File: src/rtl/shared_adder_arbiter.sv
// Shared 32-bit ripple-carry adder with a two-requester arbiter.
// One op in flight at a time: IDLE grants, EXEC holds operands for
// ADD_CYCLES clocks (multicycle path), RESP holds the tagged result.
module shared_adder_arbiter #(
  parameter int ADD_CYCLES = 2,
  parameter bit FIXED_PRIO = 1'b0
) (
  input  logic        clk,
  input  logic        RST,
  input  logic        req0_valid,
  output logic        req0_ready,
  input  logic [31:0] req0_a,
  input  logic [31:0] req0_b,
  input  logic        req1_valid,
  output logic        req1_ready,
  input  logic [31:0] req1_a,
  input  logic [31:0] req1_b,
  output logic        rsp_valid,
  input  logic        rsp_ready,
  output logic        rsp_id,
  output logic [39:0] rsp_result
);

  typedef enum logic [1:0] {IDLE = 2'd0, EXEC = 2'd1, RESP = 2'd2} state_t;

  state_t      state_q, state_d;
  logic [3:0]  cnt_q, cnt_d;
  logic [31:0] a_q, a_d, b_q, b_d;
  logic        id_q, id_d;
  logic        rr_q, rr_d;
  logic        rsp_valid_q, rsp_valid_d;
  logic        rsp_id_q, rsp_id_d;
  logic [39:0] rsp_result_q, rsp_result_d;

  logic        grant0, grant1;
  logic [31:0] sum;
  logic [32:0] carry;

  // Ripple-carry chain fed only by the held operand registers (Cin=0);
  // it is allowed ADD_CYCLES clocks to settle before being sampled.
  assign carry[0] = 1'b0;
  for (genvar i = 0; i < 32; i++) begin : g_fa
    assign sum[i]     = a_q[i] ^ b_q[i] ^ carry[i];
    assign carry[i+1] = (a_q[i] & b_q[i]) | (carry[i] & (a_q[i] ^ b_q[i]));
  end

  // Arbitration: lone requester wins; on contention FIXED_PRIO or rr decides.
  always_comb begin
    grant0 = req0_valid & (~req1_valid | FIXED_PRIO | ~rr_q);
    grant1 = req1_valid & ~grant0;
  end

  assign req0_ready = (state_q == IDLE) & grant0;
  assign req1_ready = (state_q == IDLE) & grant1;
  assign rsp_valid  = rsp_valid_q;
  assign rsp_id     = rsp_id_q;
  assign rsp_result = rsp_result_q;

  // Next-state logic: capture on handshake, count down, publish, await consumer.
  always_comb begin
    state_d      = state_q;
    cnt_d        = cnt_q;
    a_d          = a_q;
    b_d          = b_q;
    id_d         = id_q;
    rr_d         = rr_q;
    rsp_valid_d  = rsp_valid_q;
    rsp_id_d     = rsp_id_q;
    rsp_result_d = rsp_result_q;
    case (state_q)
      IDLE: begin
        if (grant0 | grant1) begin
          a_d     = grant1 ? req1_a : req0_a;
          b_d     = grant1 ? req1_b : req0_b;
          id_d    = grant1;
          cnt_d   = 4'(ADD_CYCLES - 1);
          state_d = EXEC;
        end
      end
      EXEC: begin
        if (cnt_q == 4'd0) begin
          rsp_result_d = {7'b0, carry[32], sum};
          rsp_id_d     = id_q;
          rsp_valid_d  = 1'b1;
          state_d      = RESP;
        end else begin
          cnt_d = cnt_q - 4'd1;
        end
      end
      RESP: begin
        if (rsp_ready) begin
          rsp_valid_d = 1'b0;
          rr_d        = ~rsp_id_q;
          state_d     = IDLE;
        end
      end
      default: state_d = IDLE;
    endcase
  end

  // State and datapath registers; reset drops any op in flight.
  always_ff @(posedge clk) begin
    if (RST) begin
      state_q      <= IDLE;
      cnt_q        <= '0;
      a_q          <= '0;
      b_q          <= '0;
      id_q         <= 1'b0;
      rr_q         <= 1'b0;
      rsp_valid_q  <= 1'b0;
      rsp_id_q     <= 1'b0;
      rsp_result_q <= '0;
    end else begin
      state_q      <= state_d;
      cnt_q        <= cnt_d;
      a_q          <= a_d;
      b_q          <= b_d;
      id_q         <= id_d;
      rr_q         <= rr_d;
      rsp_valid_q  <= rsp_valid_d;
      rsp_id_q     <= rsp_id_d;
      rsp_result_q <= rsp_result_d;
    end
  end

endmodule

File: config.mk
export PLATFORM = sky130hd
export DESIGN_NAME = shared_adder_arbiter
export DESIGN_NICKNAME = d
export VERILOG_FILES = /design/src/rtl/shared_adder_arbiter.sv
export SDC_FILE = /design/constraint.sdc
export NUM_CORES = 1
export LEC_CHECK = 0
export BUFFER_PORTS_ARGS = -buffer_cell sky130_fd_sc_hd__buf_4
export CAP_MARGIN = 20
export CORE_MARGIN = 2
export CORE_UTILIZATION = 51
export CTS_CLUSTER_DIAMETER = 60
export CTS_CLUSTER_SIZE = 8
export DETAILED_ROUTE_END_ITERATION = 7
export GPL_ROUTABILITY_DRIVEN = 0
export PLACE_DENSITY = 0.8
export SYNTH_ARGS = -nofsm -noshare
export SYNTH_HDL_FRONTEND = slang
export SYNTH_SLANG_ARGS = --single-unit
File: constraint.sdc
create_clock -name clk -period 17.1 [get_ports clk]
set_clock_uncertainty 0.15 [all_clocks]
set_input_delay 3.42 -clock clk [delete_from_list [all_inputs] [get_ports clk]]
set_output_delay 3.42 -clock clk [all_outputs]
set_load 0.005 [all_outputs]
==> metrics.txt, run 1 <==
status completed; Max Slew Vio Count 0; Hold WC Path Type flip-flop to flip-flop; post-synth top area share 38.5%; post-synth top area cell dfxtp_1; Total Routing Usage GR 26.6%; final cell count without fillers 886; largest net degree at the start of global routing 109; Clock Latency Late Sink 0.37 ns; largest cells by area after synthesis dfxtp_1 39%, fa_1 11%, a311oi_1 10%; Final nets 908; P&R area growth vs syn 23.6%; Post-CTS Repair Setup Buffers 0; post-synthesis simple-gate area fraction 11.6%; Slew @ Worst Pin 1.09 ns; r2r startpoint a_q[0]; post-synth cell types 41; Logic pwr share 31.8%; ANT nets after route 0; RR Endpoint rsp_result[31]; ant diodes 0; Post-Synth XOR/XNOR Area 0%; Worst path most repeated cell fa_1; fraction of registers with async set/reset 0%; Synth Area in Adders 11.8%; CP Max Fanout 2; Max-slew headroom 27.6%; mux cell area share after synthesis 0.180%; clock network fraction of total power 21.4%; Initial Util 51.7%; Max VDD drop 0.0480 mV; Sequential Power Share 46.8%; CTS sink count 107; fraction of layout cells with a size suffix above 1 27.6%; Seq/Total Area, Yosys 38.5%; PD cells 97.9 nW/um^2; Clk pin slew, worst setup/hold paths 0.10 ns; post-synthesis cell area 5560 sq um; crit path DAT 13.42 ns; Post-synth top flop dfxtp_1; first-pass GRT wire length 24.6 mm; GRT overflow 0; die height 108 microns; Mapped Cells 632; Design Power 0.672 mW; initial DRC count 487; Detailed Route WL 16.1 mm; hpwl dp 11.0 mm; required time worst endpoint 17.22 ns; CP endpoint rsp_result[31]; drt first pass iters 5; count leader, synth dfxtp_1; CTS tree yes; antenna violations before repair 0; post-CTS resize count 0; Final Hold Viols 0; Compound-Gate Fraction of Synth Area 29.5%; worst slack, placed 3.87 ns; cells on worst reg2reg path 36; Mapped Avg Cell Area 8.80 sq um; Placeable Area 10700 sq um; reg2reg setup slack 3.80 ns; leakage 2.72 nW; vias 5380; clock root buffer clkbuf_8; RSZ-0062 raised after global routing no; CTS Hold Bufs 0; CP peak stage delay 0.45 ns; element type at the critical path end flip-flop; largest family of logic cells by synthesized area compound AO/OA/AOI/OAI gates; Setup TNS Final 0 ns; CP startpoint a_q[0]; switching portion of total power 35.8%; setup violation total in the final timing report 0; FF+latch count, synth 107; clock buffer depth 2; Fmax achieved 75.2 MHz; die area 11800 sq um; Worst setup SP type flip-flop; DR WL/cell 18.2 microns; Worst path slowest cell fa_1; Setup WS post-layout 3.80 ns; H-Tree Depth 3; Final min period 13.30 ns; CTS buffer count 9; Tcrit/Tclk final 77.8%; number of max-cap violations 0; post-layout util 63.9%; Ys Warns 0; Post-synth EDFFs 0; Worst Setup Path Type flip-flop to flip-flop; Filler Cell Count 942; Switching Power 0.241 mW; Pint 0.431 mW; vias per std cell 6.07; row cnt 38; DRC Markers 0; placed cell count 869; vias in the first global route 4976; I/O pins 177; Die X 108 microns; Commonest cells post-synth 107 x dfxtp_1, 102 x a21oi_1, 95 x nand3_1, 87 x o21ai_0, 64 x a311oi_1; port bufs 169
## power groups by stage
stage	registers [mW]	logic (mW)	clock network (mW)
detailed placement	0.321	0.209	0
CTS	0.315	0.210	0.144
floorplan	0.313	0.137	0
global placement	0.319	0.202	0
global route	0.319	0.235	0.154
finish	0.315	0.214	0.144
## worst min path at each step
stage	startpoint	to	slack, ns	depth (start not counted)
finish	id_q	rsp_id	0.33	2
global route	id_q	rsp_id	0.36	2
CTS	id_q	rsp_id	0.33	2
detailed placement	id_q	rsp_id	0.31	2
global placement	rsp_valid	rsp_valid	0.29	2
floorplan	id_q	rsp_id	0.29	2
## flip-flops by register name, summed over array words and instances, names as in the netlist
| name | count |
|---|---|
| rr_q | 1 |
| cnt_q | 4 |
| b_q | 32 |
| rsp_id | 1 |
| id_q | 1 |
| rsp_valid | 1 |
| state_q | 2 |
| rsp_result | 33 |
| a_q | 32 |
## cell type report
type,count,area [sq um],share of cell area [%]
multi-input cells,435,3000,43.7
flip-flops and latches,107,2140,31.2
repair buffers,176,1330,19.4
well taps,140,175,2.55
clock buffers,9,124,1.80
clock inverters,7,50.0,0.729
inverters,12,45.0,0.656
## worst max-delay path: cells and delay by family, from the launching register on
kind,cells,cell delay (ns)
flops,1,0.33
fa+ha+maj,32,12.27
compound gates,1,0.22
buf+inv,3,0.22
## cells by family (layout without fill, tap and decap cells)
family          after synthesis  after routing
compound gates              272            272
mux                           1              1
flops                       107            107
fa+ha+maj                    34             34
simple gates                121            121
buf+inv                      96            204
other cells                   1              7
## metal layers
| metal | share of wire (%) | up-vias | GRT usage [%] |
|---|---|---|---|
| met5 | 0 | - | 0 |
| met4 | 3.0 | 0 | 10.6 |
| met3 | 7.8 | 38 | 6.21 |
| met2 | 48 | 237 | 42.7 |
| met1 | 41 | 2547 | 34.7 |
| li1 | - | 2558 | - |
## through the flow
| step | cell area [sq um] | hold WS (ns) |
|---|---|---|
| 4_1_cts | 6850 | 0.328 |
| 6_report | 6870 | 0.325 |
| 5_1_grt | 6870 | 0.355 |
| 3_3_place_gp | 6680 | 0.294 |
| 2_1_floorplan | 5580 | 0.293 |
| 3_5_place_dp | 6680 | 0.311 |
## placed cells by master (no fill, tap or decap), types with 3 or more instances in the layout
| cell | count |
|---|---|
| o21ai_1 | 9 |
| dfxtp_1 | 107 |
| conb_1 | 7 |
| fa_1 | 31 |
| ha_1 | 3 |
| nor2_1 | 5 |
| inv_6 | 3 |
| inv_1 | 11 |
| nand3_1 | 95 |
| a211oi_1 | 3 |
| clkinv_2 | 3 |
| a21oi_1 | 102 |
| a311oi_1 | 64 |
| clkbuf_8 | 9 |
| buf_4 | 175 |
| o21ai_0 | 87 |
Power figures use the tool's default switching activity.
==> run 2: changes to the inputs <==
clock period = 12.8 ns   (was 17.1 ns; I/O delays follow)
==> metrics.txt, run 2 (same netlist as run 1, synthesis figures left out) <==
crit path DAT 12.63 ns (was 13.42 ns); fraction of layout cells with a size suffix above 1 29.7% (was 27.6%); DRC Markers 0 (unchanged); PD cells 135 nW/um^2 (was 97.9 nW/um^2); post-layout util 64.8% (was 63.9%); GRT overflow 0 (unchanged); leakage 2.70 nW (was 2.72 nW); Post-CTS Repair Setup Buffers 0 (unchanged); I/O pins 177 (unchanged); antenna violations before repair 0 (unchanged); Placeable Area 10700 sq um (unchanged); CTS sink count 107 (unchanged); drt first pass iters 8 (was 5); Detailed Route WL 16.3 mm (was 16.1 mm); Final nets 908 (unchanged); CTS buffer count 9 (unchanged); CP Max Fanout 2 (unchanged); Final Hold Viols 0 (unchanged); largest net degree at the start of global routing 109 (unchanged); CP startpoint a_q[0] (unchanged); most common cell after layout, fill and taps aside buf_4 (unchanged); Filler Cell Count 895 (was 942); Fmax achieved 80.0 MHz (was 75.2 MHz); Design Power 0.938 mW (was 0.672 mW); Worst path slowest cell fa_1 (unchanged); die area 11800 sq um (unchanged); CP peak stage delay 0.42 ns (was 0.45 ns); Worst Setup Path Type flip-flop to flip-flop (unchanged); r2r startpoint a_q[0] (unchanged); number of max-cap violations 0 (unchanged); max reg flops 33 (unchanged); Slew @ Worst Pin 1.11 ns (was 1.09 ns); die height 108 microns (unchanged); DR WL/cell 18.4 microns (was 18.2 microns); element type at the critical path end flip-flop (unchanged); row cnt 38 (unchanged); ANT nets after route 0 (unchanged); clock buffer depth 2 (unchanged); required time worst endpoint 12.94 ns (was 17.22 ns); CTS tree yes (unchanged); worst slack, placed -0.355 ns (was 3.87 ns); Tcrit/Tclk final 97.6% (was 77.8%); CP Buf/Inv Count 3 (unchanged); Max Slew Vio Count 0 (unchanged); port bufs 169 (unchanged); clock root buffer clkbuf_8 (unchanged); hpwl dp 11.1 mm (was 11.0 mm); H-Tree Depth 3 (unchanged); setup violation total in the final timing report 0 (unchanged); CTS Hold Bufs 0 (unchanged); Setup WS post-layout 0.307 ns (was 3.80 ns); Clk pin slew, worst setup/hold paths 0.10 ns (about the same); vias 5506 (was 5380); Die X 108 microns (unchanged); P&R area growth vs syn 25.3% (was 23.6%); Total Routing Usage GR 27.0% (was 26.6%); Hold WC Path Type flip-flop to flip-flop (unchanged); Top delay family on crit path adder cells (unchanged); most frequent cells in the layout 175 x buf_4, 107 x dfxtp_1, 102 x a21oi_1 (unchanged); Initial Util 51.7% (unchanged); first-pass GRT wire length 24.9 mm (was 24.6 mm); vias per std cell 6.22 (was 6.07); HP Start id_q (unchanged); Max-slew headroom 26.3% (was 27.6%); ant diodes 0 (unchanged); vias in the first global route 5096 (was 4976); Clock Latency Late Sink 0.37 ns (about the same); Setup TNS Final 0 ns (unchanged); initial DRC count 475 (was 487); Worst setup SP type flip-flop (unchanged); Final min period 12.49 ns (was 13.30 ns); Worst path most repeated cell fa_2 (was fa_1); worst hold margin 0.327 ns (was 0.325 ns); status completed (unchanged); Max VDD drop 0.0873 mV (was 0.0480 mV)
-- run 2: final timing paths --
check | slack (ns) | cells past startpoint | to
setup / recovery | 0.31 | 36 | rsp_result[31]
hold / removal | 0.33 | 2 | rsp_id
setup reg to reg | 0.31 | 36 | rsp_result[31]
hold reg to reg | 0.33 | 2 | rsp_id
-- run 2: stage by stage --
step           std cells  cell area, sq um
3_3_place_gp         869              6680
5_1_grt              885              6960
4_1_cts              884              6910
6_report             885              6960
3_5_place_dp         869              6680
2_1_floorplan        638              5580
-- run 2: cell type report --
type                    instances  area (sq um)  area share [%]
clock buffers                  11           141            2.03
clock inverters                 4          75.1            1.08
inverters                      12          45.0           0.647
flip-flops and latches        107          2140            30.8
well taps                     140           175            2.52
multi-input cells             435          3040            43.7
repair buffers                176          1340            19.3
-- run 2: power breakdown --
part | leakage [nW] | switching (mW) | internal (mW)
clock network | 0.102 | 0.111 | 0.115
logic | 1.72 | 0.165 | 0.126
registers | 0.882 | 0.0405 | 0.381
total | 2.70 | 0.317 | 0.621
-- run 2: what timing repair did --
item | 4_1_cts | 5_1_grt
cloned | 0 | 0
pin swaps | 1 | 2
setup endpoints to repair | 2 | 2
resized for setup | 9 | 8
-- run 2: worst reg2reg max path: cells and delay by family (launching register included) --
family	cells	cell delay, ns
flops	1	0.33
compound gates	1	0.21
fa+ha+maj	32	11.50
buf+inv	3	0.21
-- run 2: layer usage --
layer	global-route usage, %	part of all wire (%)
met3	5.36	7.2
met4	10.8	3.0
met1	34.7	42
met2	44.7	48
met5	0	0
==> run 3: changes to the inputs <==
REMOVE_ABC_BUFFERS = 1   (was not set)
==> metrics.txt, run 3 (same netlist as run 1, synthesis figures left out) <==
status completed (unchanged); r2r startpoint a_q[0] (unchanged); Placeable Area 10700 sq um (unchanged); Hold Crit Endpoint rsp_valid (was rsp_id); die area 11800 sq um (unchanged); Tcrit/Tclk final 97.2% (was 97.6%); CP Max Fanout 2 (unchanged); Max-slew headroom 24.2% (was 26.3%); Detailed Route WL 15.3 mm (was 16.3 mm); vias per std cell 6.07 (was 6.22); CP peak stage delay 0.42 ns (about the same); drt first pass iters 5 (was 8); CTS sink count 107 (unchanged); CTS buffer count 9 (unchanged); Total Routing Usage GR 26.0% (was 27.0%); most frequent cells in the layout 173 x buf_4, 107 x dfxtp_1, 102 x a21oi_1 (was 175 x buf_4, 107 x dfxtp_1, 102 x a21oi_1); max reg flops 33 (unchanged); Hold WC Path Type flip-flop to flip-flop (unchanged); Cell Area, Placed 6690 sq um (was 6680 sq um); P&R area growth vs syn 24.8% (was 25.3%); DR WL/cell 17.3 microns (was 18.4 microns); clock buffer depth 2 (unchanged); Final min period 12.44 ns (was 12.49 ns); Clock Latency Late Sink 0.37 ns (about the same); Clk pin slew, worst setup/hold paths 0.11 ns (was 0.10 ns); port bufs 169 (unchanged); H-Tree Depth 3 (unchanged); Worst path slowest cell fa_1 (unchanged); Design Area, Final 6940 sq um (was 6960 sq um); vias 5376 (was 5506); Worst path most repeated cell fa_1 (was fa_2); most common cell after layout, fill and taps aside buf_4 (unchanged); Die X 108 microns (unchanged); RSZ-0062 raised after global routing no; number of max-cap violations 0 (unchanged); Initial Util 51.7% (unchanged); DRC Markers 0 (unchanged); fraction of layout cells with a size suffix above 1 29.8% (was 29.7%); switching portion of total power 35.3% (was 33.8%); Final nets 907 (was 908); hpwl dp 9.91 mm (was 11.1 mm); Worst Setup Path Type flip-flop to flip-flop (unchanged); Logic pwr share 31.3% (was 31.0%); Max VDD drop 0.0721 mV (was 0.0873 mV); ant diodes 0 (unchanged); post-layout util 64.6% (was 64.8%); RR Endpoint rsp_result[31] (unchanged); Final Hold Viols 0 (unchanged); largest net degree at the start of global routing 109 (unchanged); element type at the critical path end flip-flop (unchanged); die height 108 microns (unchanged); Slew @ Worst Pin 1.14 ns (was 1.11 ns); CTS tree yes (unchanged); Max Slew Vio Count 0 (unchanged); cells on worst reg2reg path 36 (unchanged); PD cells 130 nW/um^2 (was 135 nW/um^2); Filler Cell Count 932 (was 895); antenna violations before repair 0 (unchanged); setup violation total in the final timing report 0 (unchanged); Design Power 0.900 mW (was 0.938 mW); row cnt 38 (unchanged); crit path DAT 12.57 ns (was 12.63 ns); clock network fraction of total power 22.0% (was 24.1%); ANT nets after route 0 (unchanged); Pint 0.582 mW (was 0.621 mW); I/O pins 177 (unchanged); leakage 2.70 nW (about the same); Hold Path Stages 2 (unchanged); HP Start rsp_valid (was id_q); clock root buffer clkbuf_8 (unchanged); Worst setup SP type flip-flop (unchanged); Fmax achieved 80.4 MHz (was 80.0 MHz); required time worst endpoint 12.94 ns (about the same); reg2reg setup slack 0.36 ns (was 0.31 ns); Setup TNS Final 0 ns (unchanged); vias in the first global route 5184 (was 5096); Switching Power 0.317 mW (about the same); first-pass GRT wire length 24.5 mm (was 24.9 mm); GRT overflow 0 (unchanged); initial DRC count 478 (was 475); Sequential Power Share 46.7% (was 44.9%)
## run 3: cell count changes in the layout (fill, tap and decap cells not counted), sizes merged
cell	delta
clkbuf	-1
clkinv	+2
bufinv	-2
buf	-1
clkinvlp	-2
inv	+4
## run 3: worst max path at each step
stage	end	cells past startpoint	from	slack, ns
after CTS	rsp_result[31]	36	a_q[0]	0.04
after global routing	rsp_result[31]	36	a_q[0]	0.05
final	rsp_result[31]	36	a_q[0]	0.36
after global placement	rsp_result[31]	36	a_q[0]	-0.20
after floorplan	rsp_result[31]	36	a_q[0]	0.24
after detailed placement	rsp_result[31]	36	a_q[0]	-0.38
## run 3: per-layer routing
| layer | GRT usage [%] | routed length (microns) | up-vias |
|---|---|---|---|
| met5 | 0 | 0 | - |
| met4 | 8.42 | 244 | 0 |
| met3 | 4.40 | 1290 | 29 |
| met2 | 43.4 | 7320 | 261 |
| met1 | 34.3 | 6420 | 2536 |
| li1 | - | - | 2550 |
## run 3: cell type report
| class | instances | area, sq um | share of cell area, % |
|---|---|---|---|
| clock inverter | 6 | 45.0 | 0.649 |
| multi-input combinational | 435 | 3050 | 43.9 |
| timing repair buffer | 175 | 1350 | 19.4 |
| clock buffer | 10 | 138 | 1.98 |
| tap | 140 | 175 | 2.52 |
| inverter | 12 | 45.0 | 0.649 |
| sequential | 107 | 2140 | 30.9 |
## run 3: metrics by stage
stage	hold slack (ns)	setup slack [ns]	instances
2_1_floorplan	0.287	0.242	554
3_3_place_gp	0.296	-0.195	867
3_5_place_dp	0.309	-0.384	868
4_1_cts	0.325	0.0414	884
5_1_grt	0.354	0.0476	885
6_report	0.325	0.362	885
## run 3: repair_timing
action	in CTS	in global routing
buffers inserted	0	0
resized for setup	10	6
hold buffers	0	0
endpoints found under the setup margin	3	1
## run 3: power by group through the flow
stage / clock network [mW] / logic (mW) / registers [mW]
2_1_floorplan: 0 / 0.156 / 0.418
3_3_place_gp: 0 / 0.262 / 0.424
3_5_place_dp: 0 / 0.273 / 0.427
4_1_cts: 0.199 / 0.277 / 0.420
5_1_grt: 0.214 / 0.314 / 0.427
6_report: 0.198 / 0.282 / 0.420
## run 3: critical path, delay by kind of cell, from the launching register on
family                   cells  cell delay (ns)
AO/OA/AOI/OAI                1             0.17
adder cells (fa/ha/maj)     32            11.50
buffers and inverters        3             0.20
flip-flops                   1             0.33
